==> config.mk <==
export PLATFORM = sky130hd
export DESIGN_NAME = pipeline_spi_layer_regfile_flat
export DESIGN_NICKNAME = d
export VERILOG_FILES = /design/src/rtl/pipeline_spi_layer_regfile_pkg.sv /design/src/rtl/pipeline_spi_layer_regfile_if.sv /design/src/rtl/pipeline_spi_layer_regfile_bank.sv /design/src/rtl/pipeline_spi_layer_regfile.sv /design/src/flat_wrapper.sv
export SDC_FILE = /design/constraint.sdc
export NUM_CORES = 1
export LEC_CHECK = 0
export BUFFER_PORTS_ARGS = -buffer_cell sky130_fd_sc_hd__buf_4
export CAP_MARGIN = 20
export CORE_UTILIZATION = 23
export CTS_CLUSTER_DIAMETER = 60
export CTS_CLUSTER_SIZE = 25
export DETAILED_ROUTE_END_ITERATION = 6
export PLACE_DENSITY = 0.35
export SYNTH_ARGS = -nofsm -noshare
export SYNTH_HDL_FRONTEND = slang
export SYNTH_SLANG_ARGS = --single-unit
==> constraint.sdc <==
create_clock -name clk -period 23.6 [get_ports clk]
set_input_delay 3.54 -clock clk [delete_from_list [all_inputs] [get_ports clk]]
set_output_delay 3.54 -clock clk [all_outputs]
set_load 0.005 [all_outputs]
==> src/rtl/pipeline_spi_layer_regfile_pkg.sv <==
`default_nettype none
// ============================================================================
//  Module   : pipeline_spi_pkg
//  Purpose  : Shared constants and helpers for the layered SPI register file:
//             register indices, command-byte field positions, argument-count
//             decode and RESET default values.
//  Revision : 1.0  initial release
// ============================================================================
package pipeline_spi_pkg;

    // Command byte layout: [7] read, [6:4] layer, [3:0] register
    localparam int c_CMD_READ_BIT  = 7;
    localparam int c_CMD_LAYER_MSB = 6;
    localparam int c_CMD_LAYER_LSB = 4;
    localparam int c_CMD_REG_MSB   = 3;
    localparam int c_CMD_REG_LSB   = 0;

    // Register indices
    localparam logic [3:0] c_REG_RESET   = 4'h0;
    localparam logic [3:0] c_REG_MODE    = 4'h1;
    localparam logic [3:0] c_REG_FLAGS   = 4'h2;
    localparam logic [3:0] c_REG_SCALE   = 4'h3;
    localparam logic [3:0] c_REG_OFFX    = 4'h4;
    localparam logic [3:0] c_REG_OFFY    = 4'h5;
    localparam logic [3:0] c_REG_OPACITY = 4'h6;
    localparam logic [3:0] c_REG_CLIPL   = 4'h7;
    localparam logic [3:0] c_REG_CLIPR   = 4'h8;
    localparam logic [3:0] c_REG_CLIPT   = 4'h9;
    localparam logic [3:0] c_REG_CLIPB   = 4'hA;
    localparam logic [3:0] c_REG_FREEZE  = 4'hB;
    localparam logic [3:0] c_REG_STATUS  = 4'hE;
    localparam logic [3:0] c_REG_NOP     = 4'hF;

    // RESET defaults for fixed-width fields; offsets and clips reset to zero,
    // opacity resets to all ones at whatever width the bank is built with.
    localparam logic [1:0] c_DEF_MODE   = 2'b00;
    localparam logic [1:0] c_DEF_SCALE  = 2'b00;
    localparam logic [7:0] c_DEF_FLAGS  = 8'h00;
    localparam logic       c_DEF_FREEZE = 1'b0;

    // Number of argument bytes following a command byte. Reads consume the
    // same count as dummy bytes, except STATUS which is 2 on read, 0 on write.
    function automatic logic [1:0] arg_count(input logic [3:0] reg_idx,
                                             input logic       is_read);
        logic [1:0] n;
        n = 2'd0;
        case (reg_idx)
            c_REG_MODE, c_REG_FLAGS, c_REG_SCALE,
            c_REG_OPACITY, c_REG_FREEZE:               n = 2'd1;
            c_REG_OFFX, c_REG_OFFY, c_REG_CLIPL,
            c_REG_CLIPR, c_REG_CLIPT, c_REG_CLIPB:     n = 2'd2;
            c_REG_STATUS:                              n = is_read ? 2'd2 : 2'd0;
            default:                                   n = 2'd0;
        endcase
        return n;
    endfunction

endpackage
`default_nettype wire

==> src/rtl/pipeline_spi_layer_regfile_if.sv <==
`default_nettype none
// ============================================================================
//  Module   : pipeline_spi_layer_regfile_if
//  Purpose  : Byte-stream link between spi_slave (master side) and the layer
//             register file (slave side).
//  Revision : 1.0  initial release
// ============================================================================
interface pipeline_spi_layer_regfile_if;
    logic       spi_active;
    logic [7:0] byte_in;
    logic       byte_valid;
    logic [7:0] tx_byte;
    logic       tx_valid;

    modport master (output spi_active, byte_in, byte_valid,
                    input  tx_byte, tx_valid);
    modport slave  (input  spi_active, byte_in, byte_valid,
                    output tx_byte, tx_valid);
endinterface
`default_nettype wire

==> src/rtl/pipeline_spi_layer_regfile_bank.sv <==
`default_nettype none
// ============================================================================
//  Module   : pipeline_spi_layer_bank
//  Purpose  : One overlay layer's shadow and live control registers with a
//             write port, a shadow read mux and a commit strobe.
//  Revision : 1.0  initial release
// ============================================================================
module pipeline_spi_layer_bank
    import pipeline_spi_pkg::*;
#(
    parameter int PRECISION              = 11,
    parameter int TRANSPARENCY_PRECISION = 3,
    parameter int ARG_W                  = 12
) (
    input  wire logic                              clk,
    input  wire logic                              rst,
    input  wire logic                              i_wr_en,
    input  wire logic [3:0]                        i_wr_reg,
    input  wire logic [ARG_W-1:0]                  i_wr_data,
    input  wire logic                              i_commit,
    input  wire logic [3:0]                        i_rd_reg,
    output logic [15:0]                            o_rd_data,
    output logic                                   o_freeze,
    output logic [1:0]                             o_mode,
    output logic [1:0]                             o_scale,
    output logic [PRECISION:0]                     o_offset_x,
    output logic [PRECISION:0]                     o_offset_y,
    output logic [PRECISION-1:0]                   o_clip_left,
    output logic [PRECISION-1:0]                   o_clip_right,
    output logic [PRECISION-1:0]                   o_clip_top,
    output logic [PRECISION-1:0]                   o_clip_bottom,
    output logic [TRANSPARENCY_PRECISION:0]        o_opacity
);

    logic                            r_sh_freeze, r_lv_freeze;
    logic [1:0]                      r_sh_mode,   r_lv_mode;
    logic [1:0]                      r_sh_scale,  r_lv_scale;
    logic [7:0]                      r_sh_flags;
    logic [PRECISION:0]              r_sh_offx,   r_lv_offx;
    logic [PRECISION:0]              r_sh_offy,   r_lv_offy;
    logic [PRECISION-1:0]            r_sh_clipl,  r_lv_clipl;
    logic [PRECISION-1:0]            r_sh_clipr,  r_lv_clipr;
    logic [PRECISION-1:0]            r_sh_clipt,  r_lv_clipt;
    logic [PRECISION-1:0]            r_sh_clipb,  r_lv_clipb;
    logic [TRANSPARENCY_PRECISION:0] r_sh_opac,   r_lv_opac;

    // Shadow registers: field writes truncate to field width, RESET restores defaults
    always_ff @(posedge clk or posedge rst) begin
        if (rst) begin
            r_sh_freeze <= c_DEF_FREEZE;
            r_sh_mode   <= c_DEF_MODE;
            r_sh_scale  <= c_DEF_SCALE;
            r_sh_flags  <= c_DEF_FLAGS;
            r_sh_offx   <= '0;
            r_sh_offy   <= '0;
            r_sh_clipl  <= '0;
            r_sh_clipr  <= '0;
            r_sh_clipt  <= '0;
            r_sh_clipb  <= '0;
            r_sh_opac   <= '1;
        end else if (i_wr_en) begin
            case (i_wr_reg)
                c_REG_RESET: begin
                    r_sh_freeze <= c_DEF_FREEZE;
                    r_sh_mode   <= c_DEF_MODE;
                    r_sh_scale  <= c_DEF_SCALE;
                    r_sh_flags  <= c_DEF_FLAGS;
                    r_sh_offx   <= '0;
                    r_sh_offy   <= '0;
                    r_sh_clipl  <= '0;
                    r_sh_clipr  <= '0;
                    r_sh_clipt  <= '0;
                    r_sh_clipb  <= '0;
                    r_sh_opac   <= '1;
                end
                c_REG_MODE:    r_sh_mode   <= i_wr_data[1:0];
                c_REG_FLAGS:   r_sh_flags  <= i_wr_data[7:0];
                c_REG_SCALE:   r_sh_scale  <= i_wr_data[1:0];
                c_REG_OFFX:    r_sh_offx   <= i_wr_data[PRECISION:0];
                c_REG_OFFY:    r_sh_offy   <= i_wr_data[PRECISION:0];
                c_REG_OPACITY: r_sh_opac   <= i_wr_data[TRANSPARENCY_PRECISION:0];
                c_REG_CLIPL:   r_sh_clipl  <= i_wr_data[PRECISION-1:0];
                c_REG_CLIPR:   r_sh_clipr  <= i_wr_data[PRECISION-1:0];
                c_REG_CLIPT:   r_sh_clipt  <= i_wr_data[PRECISION-1:0];
                c_REG_CLIPB:   r_sh_clipb  <= i_wr_data[PRECISION-1:0];
                c_REG_FREEZE:  r_sh_freeze <= i_wr_data[0];
                default:       ;
            endcase
        end
    end

    // Live registers copy the shadow set whenever commit is asserted
    always_ff @(posedge clk or posedge rst) begin
        if (rst) begin
            r_lv_freeze <= c_DEF_FREEZE;
            r_lv_mode   <= c_DEF_MODE;
            r_lv_scale  <= c_DEF_SCALE;
            r_lv_offx   <= '0;
            r_lv_offy   <= '0;
            r_lv_clipl  <= '0;
            r_lv_clipr  <= '0;
            r_lv_clipt  <= '0;
            r_lv_clipb  <= '0;
            r_lv_opac   <= '1;
        end else if (i_commit) begin
            r_lv_freeze <= r_sh_freeze;
            r_lv_mode   <= r_sh_mode;
            r_lv_scale  <= r_sh_scale;
            r_lv_offx   <= r_sh_offx;
            r_lv_offy   <= r_sh_offy;
            r_lv_clipl  <= r_sh_clipl;
            r_lv_clipr  <= r_sh_clipr;
            r_lv_clipt  <= r_sh_clipt;
            r_lv_clipb  <= r_sh_clipb;
            r_lv_opac   <= r_sh_opac;
        end
    end

    // Shadow read mux: offsets sign-extend, everything else zero-extends
    always_comb begin
        o_rd_data = 16'h0000;
        case (i_rd_reg)
            c_REG_MODE:    o_rd_data = 16'(r_sh_mode);
            c_REG_FLAGS:   o_rd_data = 16'(r_sh_flags);
            c_REG_SCALE:   o_rd_data = 16'(r_sh_scale);
            c_REG_OFFX:    o_rd_data = 16'($signed(r_sh_offx));
            c_REG_OFFY:    o_rd_data = 16'($signed(r_sh_offy));
            c_REG_OPACITY: o_rd_data = 16'(r_sh_opac);
            c_REG_CLIPL:   o_rd_data = 16'(r_sh_clipl);
            c_REG_CLIPR:   o_rd_data = 16'(r_sh_clipr);
            c_REG_CLIPT:   o_rd_data = 16'(r_sh_clipt);
            c_REG_CLIPB:   o_rd_data = 16'(r_sh_clipb);
            c_REG_FREEZE:  o_rd_data = 16'(r_sh_freeze);
            default:       o_rd_data = 16'h0000;
        endcase
    end

    assign o_freeze      = r_lv_freeze;
    assign o_mode        = r_lv_mode;
    assign o_scale       = r_lv_scale;
    assign o_offset_x    = r_lv_offx;
    assign o_offset_y    = r_lv_offy;
    assign o_clip_left   = r_lv_clipl;
    assign o_clip_right  = r_lv_clipr;
    assign o_clip_top    = r_lv_clipt;
    assign o_clip_bottom = r_lv_clipb;
    assign o_opacity     = r_lv_opac;

endmodule
`default_nettype wire

==> src/rtl/pipeline_spi_layer_regfile.sv <==
`default_nettype none
// ============================================================================
//  Module   : pipeline_spi_layer_regfile
//  Purpose  : Decodes layer-addressed SPI commands into per-layer shadow
//             registers, answers reads on MISO, and commits shadow to live
//             compositing controls on frame boundaries.
//  Revision : 1.0  initial release
// ============================================================================
module pipeline_spi_layer_regfile
    import pipeline_spi_pkg::*;
#(
    parameter int PRECISION              = 11,
    parameter int TRANSPARENCY_PRECISION = 3,
    parameter int NUM_LAYERS             = 2,
    parameter int COMMIT_ON_FRAME        = 1
) (
    input  wire logic                                           clk,
    input  wire logic                                           rst,
    pipeline_spi_layer_regfile_if.slave                         spi,
    input  wire logic                                           frame_start,
    output logic [NUM_LAYERS-1:0]                               ctrl_fg_freeze,
    output logic [2*NUM_LAYERS-1:0]                             ctrl_overlay_mode,
    output logic [2*NUM_LAYERS-1:0]                             ctrl_fg_scale,
    output logic [(PRECISION+1)*NUM_LAYERS-1:0]                 ctrl_fg_offset_x,
    output logic [(PRECISION+1)*NUM_LAYERS-1:0]                 ctrl_fg_offset_y,
    output logic [PRECISION*NUM_LAYERS-1:0]                     ctrl_fg_clip_left,
    output logic [PRECISION*NUM_LAYERS-1:0]                     ctrl_fg_clip_right,
    output logic [PRECISION*NUM_LAYERS-1:0]                     ctrl_fg_clip_top,
    output logic [PRECISION*NUM_LAYERS-1:0]                     ctrl_fg_clip_bottom,
    output logic [(TRANSPARENCY_PRECISION+1)*NUM_LAYERS-1:0]    ctrl_fg_opacity
);

    localparam logic [1:0] c_ST_IDLE    = 2'd0;
    localparam logic [1:0] c_ST_ARG1    = 2'd1;
    localparam logic [1:0] c_ST_ARG2    = 2'd2;
    localparam logic [1:0] c_ST_PROCESS = 2'd3;

    // Argument register only needs to be as wide as the widest field
    localparam int c_ARG_W = (PRECISION + 1 > 8) ? PRECISION + 1 : 8;

    logic [1:0]         r_state;
    logic               r_read;
    logic [2:0]         r_layer;
    logic [3:0]         r_reg;
    logic [1:0]         r_nargs;
    logic [c_ARG_W-1:0] r_arg;
    logic [15:0]        r_rd_data;
    logic [7:0]         r_abort_cnt;
    logic [7:0]         r_bad_cnt;
    logic [7:0]         r_tx_byte;
    logic               r_tx_valid;

    logic               w_cmd_read;
    logic [2:0]         w_cmd_layer;
    logic [3:0]         w_cmd_reg;
    logic [1:0]         w_cmd_nargs;
    logic               w_cmd_layer_ok;
    logic               w_cmd_global;
    logic [15:0]        w_layer_rd;
    logic [15:0]        w_cmd_rd_value;
    logic               w_wr_base;
    logic               w_commit;
    logic [15:0]        w_bank_rd [NUM_LAYERS];

    assign w_cmd_read     = spi.byte_in[c_CMD_READ_BIT];
    assign w_cmd_layer    = spi.byte_in[c_CMD_LAYER_MSB:c_CMD_LAYER_LSB];
    assign w_cmd_reg      = spi.byte_in[c_CMD_REG_MSB:c_CMD_REG_LSB];
    assign w_cmd_nargs    = arg_count(w_cmd_reg, w_cmd_read);
    assign w_cmd_layer_ok = ({1'b0, w_cmd_layer} < 4'(NUM_LAYERS));
    // STATUS and NOP are not per-layer, so their layer field is ignored
    assign w_cmd_global   = (w_cmd_reg == c_REG_STATUS) || (w_cmd_reg == c_REG_NOP);

    // Select the addressed layer's shadow read data
    always_comb begin
        w_layer_rd = 16'h0000;
        for (int i = 0; i < NUM_LAYERS; i++) begin
            if (w_cmd_layer == 3'(i)) begin
                w_layer_rd = w_bank_rd[i];
            end
        end
    end

    // Value returned for a read command: status, zero for a missing layer, or bank data
    always_comb begin
        w_cmd_rd_value = 16'h0000;
        if (w_cmd_reg == c_REG_STATUS) begin
            w_cmd_rd_value = {r_abort_cnt, r_bad_cnt};
        end else if (w_cmd_layer_ok) begin
            w_cmd_rd_value = w_layer_rd;
        end
    end

    assign w_wr_base = (r_state == c_ST_PROCESS) && !r_read;
    assign w_commit  = (COMMIT_ON_FRAME != 0) ? frame_start : 1'b1;

    // Command FSM, MISO response and status counters
    always_ff @(posedge clk or posedge rst) begin
        if (rst) begin
            r_state     <= c_ST_IDLE;
            r_read      <= 1'b0;
            r_layer     <= 3'd0;
            r_reg       <= 4'd0;
            r_nargs     <= 2'd0;
            r_arg       <= '0;
            r_rd_data   <= 16'h0000;
            r_abort_cnt <= 8'h00;
            r_bad_cnt   <= 8'h00;
            r_tx_byte   <= 8'h00;
            r_tx_valid  <= 1'b0;
        end else begin
            r_tx_valid <= 1'b0;
            case (r_state)
                c_ST_IDLE: begin
                    if (spi.spi_active && spi.byte_valid) begin
                        r_read    <= w_cmd_read;
                        r_layer   <= w_cmd_layer;
                        r_reg     <= w_cmd_reg;
                        r_nargs   <= w_cmd_nargs;
                        r_arg     <= '0;
                        r_rd_data <= w_cmd_rd_value;
                        r_state   <= (w_cmd_nargs == 2'd0) ? c_ST_PROCESS : c_ST_ARG1;
                        if (w_cmd_read && (w_cmd_nargs != 2'd0)) begin
                            r_tx_valid <= 1'b1;
                            r_tx_byte  <= (w_cmd_nargs == 2'd2) ? w_cmd_rd_value[15:8]
                                                                : w_cmd_rd_value[7:0];
                        end
                        if (!w_cmd_layer_ok && !w_cmd_global && (r_bad_cnt != 8'hFF)) begin
                            r_bad_cnt <= r_bad_cnt + 8'd1;
                        end
                    end
                end
                c_ST_ARG1, c_ST_ARG2: begin
                    if (!spi.spi_active) begin
                        // Deselect mid-command: discard it and record the abort
                        r_state <= c_ST_IDLE;
                        if (r_abort_cnt != 8'hFF) begin
                            r_abort_cnt <= r_abort_cnt + 8'd1;
                        end
                    end else if (spi.byte_valid) begin
                        if (r_state == c_ST_ARG1) begin
                            r_arg   <= c_ARG_W'(spi.byte_in);
                            r_state <= (r_nargs == 2'd1) ? c_ST_PROCESS : c_ST_ARG2;
                            if (r_read && (r_nargs == 2'd2)) begin
                                r_tx_valid <= 1'b1;
                                r_tx_byte  <= r_rd_data[7:0];
                            end
                        end else begin
                            r_arg   <= c_ARG_W'({r_arg[7:0], spi.byte_in});
                            r_state <= c_ST_PROCESS;
                        end
                    end
                end
                default: begin
                    // PROCESS: the shadow write happens in the banks this cycle
                    r_state <= c_ST_IDLE;
                    if (!r_read && (r_reg == c_REG_STATUS)) begin
                        r_abort_cnt <= 8'h00;
                        r_bad_cnt   <= 8'h00;
                    end
                end
            endcase
        end
    end

    assign spi.tx_byte  = r_tx_byte;
    assign spi.tx_valid = r_tx_valid;

    generate
        for (genvar gi = 0; gi < NUM_LAYERS; gi++) begin : g_layer
            pipeline_spi_layer_bank #(
                .PRECISION              (PRECISION),
                .TRANSPARENCY_PRECISION (TRANSPARENCY_PRECISION),
                .ARG_W                  (c_ARG_W)
            ) u_bank (
                .clk           (clk),
                .rst           (rst),
                .i_wr_en       (w_wr_base && (r_layer == 3'(gi))),
                .i_wr_reg      (r_reg),
                .i_wr_data     (r_arg),
                .i_commit      (w_commit),
                .i_rd_reg      (w_cmd_reg),
                .o_rd_data     (w_bank_rd[gi]),
                .o_freeze      (ctrl_fg_freeze[gi]),
                .o_mode        (ctrl_overlay_mode[2*gi +: 2]),
                .o_scale       (ctrl_fg_scale[2*gi +: 2]),
                .o_offset_x    (ctrl_fg_offset_x[(PRECISION+1)*gi +: PRECISION+1]),
                .o_offset_y    (ctrl_fg_offset_y[(PRECISION+1)*gi +: PRECISION+1]),
                .o_clip_left   (ctrl_fg_clip_left[PRECISION*gi +: PRECISION]),
                .o_clip_right  (ctrl_fg_clip_right[PRECISION*gi +: PRECISION]),
                .o_clip_top    (ctrl_fg_clip_top[PRECISION*gi +: PRECISION]),
                .o_clip_bottom (ctrl_fg_clip_bottom[PRECISION*gi +: PRECISION]),
                .o_opacity     (ctrl_fg_opacity[(TRANSPARENCY_PRECISION+1)*gi +: TRANSPARENCY_PRECISION+1])
            );
        end
    endgenerate

endmodule
`default_nettype wire

==> src/flat_wrapper.sv <==
// flat-port wrapper written by rule: the top's interface ports become plain ports
module pipeline_spi_layer_regfile_flat import pipeline_spi_pkg::*;
#(
    parameter int PRECISION              = 11,
    parameter int TRANSPARENCY_PRECISION = 3,
    parameter int NUM_LAYERS             = 2,
    parameter int COMMIT_ON_FRAME        = 1
)
  (clk, rst, frame_start, ctrl_fg_freeze, ctrl_overlay_mode, ctrl_fg_scale, ctrl_fg_offset_x, ctrl_fg_offset_y, ctrl_fg_clip_left, ctrl_fg_clip_right, ctrl_fg_clip_top, ctrl_fg_clip_bottom, ctrl_fg_opacity, spi_spi_active, spi_byte_in, spi_byte_valid, spi_tx_byte, spi_tx_valid);
  pipeline_spi_layer_regfile_if spi_i ();
  input  wire logic clk;
  input  wire logic rst;
  input  wire logic frame_start;
  output logic [NUM_LAYERS-1:0] ctrl_fg_freeze;
  output logic [2*NUM_LAYERS-1:0] ctrl_overlay_mode;
  output logic [2*NUM_LAYERS-1:0] ctrl_fg_scale;
  output logic [(PRECISION+1)*NUM_LAYERS-1:0] ctrl_fg_offset_x;
  output logic [(PRECISION+1)*NUM_LAYERS-1:0] ctrl_fg_offset_y;
  output logic [PRECISION*NUM_LAYERS-1:0] ctrl_fg_clip_left;
  output logic [PRECISION*NUM_LAYERS-1:0] ctrl_fg_clip_right;
  output logic [PRECISION*NUM_LAYERS-1:0] ctrl_fg_clip_top;
  output logic [PRECISION*NUM_LAYERS-1:0] ctrl_fg_clip_bottom;
  output logic [(TRANSPARENCY_PRECISION+1)*NUM_LAYERS-1:0] ctrl_fg_opacity;
  input wire logic [$bits(spi_i.spi_active)-1:0] spi_spi_active;
  input wire logic [$bits(spi_i.byte_in)-1:0] spi_byte_in;
  input wire logic [$bits(spi_i.byte_valid)-1:0] spi_byte_valid;
  output wire logic [$bits(spi_i.tx_byte)-1:0] spi_tx_byte;
  output wire logic [$bits(spi_i.tx_valid)-1:0] spi_tx_valid;
  assign spi_i.spi_active = spi_spi_active;
  assign spi_i.byte_in = spi_byte_in;
  assign spi_i.byte_valid = spi_byte_valid;
  assign spi_tx_byte = spi_i.tx_byte;
  assign spi_tx_valid = spi_i.tx_valid;
  pipeline_spi_layer_regfile #(.PRECISION(PRECISION), .TRANSPARENCY_PRECISION(TRANSPARENCY_PRECISION), .NUM_LAYERS(NUM_LAYERS), .COMMIT_ON_FRAME(COMMIT_ON_FRAME)) u_core (.clk(clk), .rst(rst), .spi(spi_i), .frame_start(frame_start), .ctrl_fg_freeze(ctrl_fg_freeze), .ctrl_overlay_mode(ctrl_overlay_mode), .ctrl_fg_scale(ctrl_fg_scale), .ctrl_fg_offset_x(ctrl_fg_offset_x), .ctrl_fg_offset_y(ctrl_fg_offset_y), .ctrl_fg_clip_left(ctrl_fg_clip_left), .ctrl_fg_clip_right(ctrl_fg_clip_right), .ctrl_fg_clip_top(ctrl_fg_clip_top), .ctrl_fg_clip_bottom(ctrl_fg_clip_bottom), .ctrl_fg_opacity(ctrl_fg_opacity));
endmodule
==> results.txt <==
Outcome -> finished clean
Slowest stage cell, crit path -> nor2b_1
Die Y -> 273 um
Yosys warns -> 0
Crit path DAT -> 6.28 ns
Final wirelength -> 68,800 um
Row count -> 99
Reg power frac -> 0.445
Internal -> 1.25 mW
RSZ-0062 raised after global routing -> no
Register area -> 9550 um2
Yosys reg bits -> 381
Xor/xnor share of the synthesized area -> 0.00622
Hold-critical path depth -> 2
First DRT Iteration DRCs -> 1,071
Clk_lat worst skew -> 0.59 ns
Final setup violation count -> 0
CP top delay family -> simple AND/OR/NAND/NOR gates
Total Power -> 1.90 mW
Die area -> 74,600 um2
First-pass GRT wire length -> 98,300 um
Switching share of power -> 0.343
Post-synth cell types -> 75
Synth cell count leaders -> dfrtp_1, mux2_2, nand2_1
Peak supply drop -> 45.6 uV
F_max -> 0.173 GHz
Synth Instances -> 1,453
Max incr delay on CP -> 0.90 ns
Largest net degree at the start of global routing -> 166
Vias in the first global route -> 12,800
Final Max Tran Viols -> 0
Syn_nets -> 1,473
Number of flops mapped to enable cells by yosys -> 0
Setup crit end kind -> register
Crit Path Max Fanout -> 59
Hold_ws -> 0.474 ns
Root buf cell -> clkbuf_16
Core Box Area -> 72,800 um2
CP Class -> input pin to register
Clk buf depth -> 3
P&R area growth vs syn -> 22.4%
Syn avg cell area -> 11.6 um2
ANT cells -> 0
WHS Endpoint -> u_core.r_rd_data[0]
HP Start -> u_core.r_rd_data[0]
Grt total ovfl -> 0
Total CTS buffers -> 43
Final setup TNS -> 0 ns
Proportion of layout cells with a drive suffix above 1 -> 0.303
Detailed Place HPWL -> 49,400 um
I/O pin cnt -> 176
Async set-reset flop share out of synthesis -> 1.00
Detailed Routing Iterations Pass 1 -> 5
Initial antenna violation count -> 2
Instance count on the critical path -> 7
GRT Util Overall -> 0.184
MaxCap Viol Count -> 0
Area leader, netlist -> dfrtp_1
Worst Hold Class -> register to register
Mapped cell area -> 16,900 um2
Register area share after synthesis -> 0.565
Prevailing post-synth register cell -> dfrtp_1
Antenna-violating nets left -> 0
Mux contribution to synthesized area -> 0.131
Multi-input logic area -> 6800 um2
Dpl cells -> 2,490
Residual DRC -> 0
Reg2Reg Setup Slack -> 20.27 ns
RD Place Congestion -> 0.885
Minimum clock period -> 5.79 ns
WL/cell -> 26.8 um
Slew @ Worst Pin -> 1.12 ns
Setup bufs post-CTS -> 0
Crit path buf inv count -> 1
Clock network fraction of total power -> 0.383
PortBufs -> 175
R2r endpoint -> u_core.g_layer[0].u_bank.r_sh_mode[0]
Simple-Gate Fraction of Synth Area -> 0.107
Largest family of logic cells by synthesized area -> compound AO/OA/AOI/OAI gates
CTS tree -> done
Avg Vias per Cell -> 4.95
Worst-path cell chain -> buf_4 -> nor2b_1 -> a22oi_1 -> o211ai_1 -> nor3_1 -> or3_1 -> a211oi_1
Clk pin slew, worst setup/hold paths -> 0.06 ns
Fin. Hold Viols -> 0
Fin cells -> 2,572
Synth Area in Adders -> 0.00518
Clk sinks -> 381
Vias -> 12,700
Max-slew headroom -> 0.254
P per Cell Area -> 91.8 nW/um2
P_sw -> 0.651 mW
Initial core utilization -> 0.232
RR Startpoint -> u_core.r_state[0]
Worst r2r path cells -> 6
Synth Area in Compound Gates -> 0.151
Fin nets -> 1,599
Worst Path Required -> 24.09 ns
Fill count -> 7,629
Main area contributors after synthesis -> dfrtp_1, mux2_2, a22o_1
Leakage -> 9.47 nW
Die Wd -> 273 um
Post-synth top area share -> 0.540
Gate power share -> 0.172
Count leader, synth -> dfrtp_1
Post-CTS sizing -> 0
Setup crit start kind -> input pin
# hold bufs at CTS -> 0
Period utilisation layout -> 0.245
Htree depth -> 2
Final clock skew -> 0.0266 ns
worst min-delay path, stage by stage, from the launching register on:
cell and delay (ns):
dfrtp_1 0.33, nand2_1 0.04, o21ai_0 0.06
worst max path at each step:
stage | slack [ns] | startpoint | to
floorplan | 9.50 | rst | u_core.g_layer[0].u_bank.o_clip_bottom[0]
global placement | 17.36 | spi_byte_in[1] | u_core.spi.tx_byte[5]
detailed placement | 17.32 | spi_byte_in[1] | u_core.spi.tx_byte[1]
CTS | 17.95 | spi_byte_in[1] | u_core.spi.tx_byte[1]
global route | 17.68 | spi_byte_in[1] | u_core.spi.tx_byte[1]
finish | 17.81 | spi_byte_in[1] | u_core.spi.tx_byte[1]
power by group through the flow:
stage / sequential [mW] / combinational, mW / clock, mW
after floorplan: 0.765 / 0.221 / 0
after detailed placement: 0.862 / 0.316 / 0
after global routing: 0.853 / 0.356 / 0.776
after CTS: 0.849 / 0.318 / 0.751
after global placement: 0.861 / 0.315 / 0
final: 0.845 / 0.327 / 0.728
through the flow:
stage / utilization / instance area (um2) / setup slack, ns
floorplan: - / 16900 / 9.50
global placement: 0.262 / 19100 / 17.36
detailed placement: 0.262 / 19100 / 17.32
CTS: 0.283 / 20600 / 17.95
global route: 0.284 / 20700 / 17.68
finish: 0.284 / 20700 / 17.81
logic make-up after synthesis:
kind of cell	Yosys count
DFF	381
and+or+nand+nor	368
AOI/OAI and AO/OA	351
muxes	197
buffers and inverters	137
xor gates and xnor gates	12
adders and majority gates	7
routing by layer:
layer | up-vias | track usage | part of all wire
met5 | - | 0 | 0
met4 | 0 | 0.0535 | 0.027
met3 | 83 | 0.0311 | 0.050
met2 | 381 | 0.295 | 0.48
met1 | 6668 | 0.252 | 0.45
li1 | 5589 | - | -
cell type report:
type / instances / share of cell area
multi-input combinational: 935 / 0.328
sequential: 381 / 0.462
clock inverter: 29 / 0.0183
inverter: 20 / 0.00399
tap: 959 / 0.0580
timing repair buffer: 198 / 0.0738
clock buffer: 50 / 0.0558
layout by cell type, fill, tap and decap left out, types with 6 or more instances in the layout:
cell,n
nor3_1,17
nand3b_1,9
nor2b_1,11
inv_1,18
dfrtp_1,365
a31oi_1,10
inv_6,6
a22o_1,97
o22ai_1,8
clkbuf_16,45
buf_4,194
o21ai_1,6
o21ai_0,83
xor2_1,9
nand2b_1,14
and3_1,8
mux2_2,178
a221oi_1,8
o31ai_1,11
dfstp_2,16
nand2_1,171
mux2i_1,17
ha_1,7
a22oi_1,20
a211oi_1,9
o22a_1,10
o211ai_1,10
nand3_1,43
or3_1,11
a21oi_1,27
nor2_1,35
No activity file was read; power rests on OpenSTA's default activity.
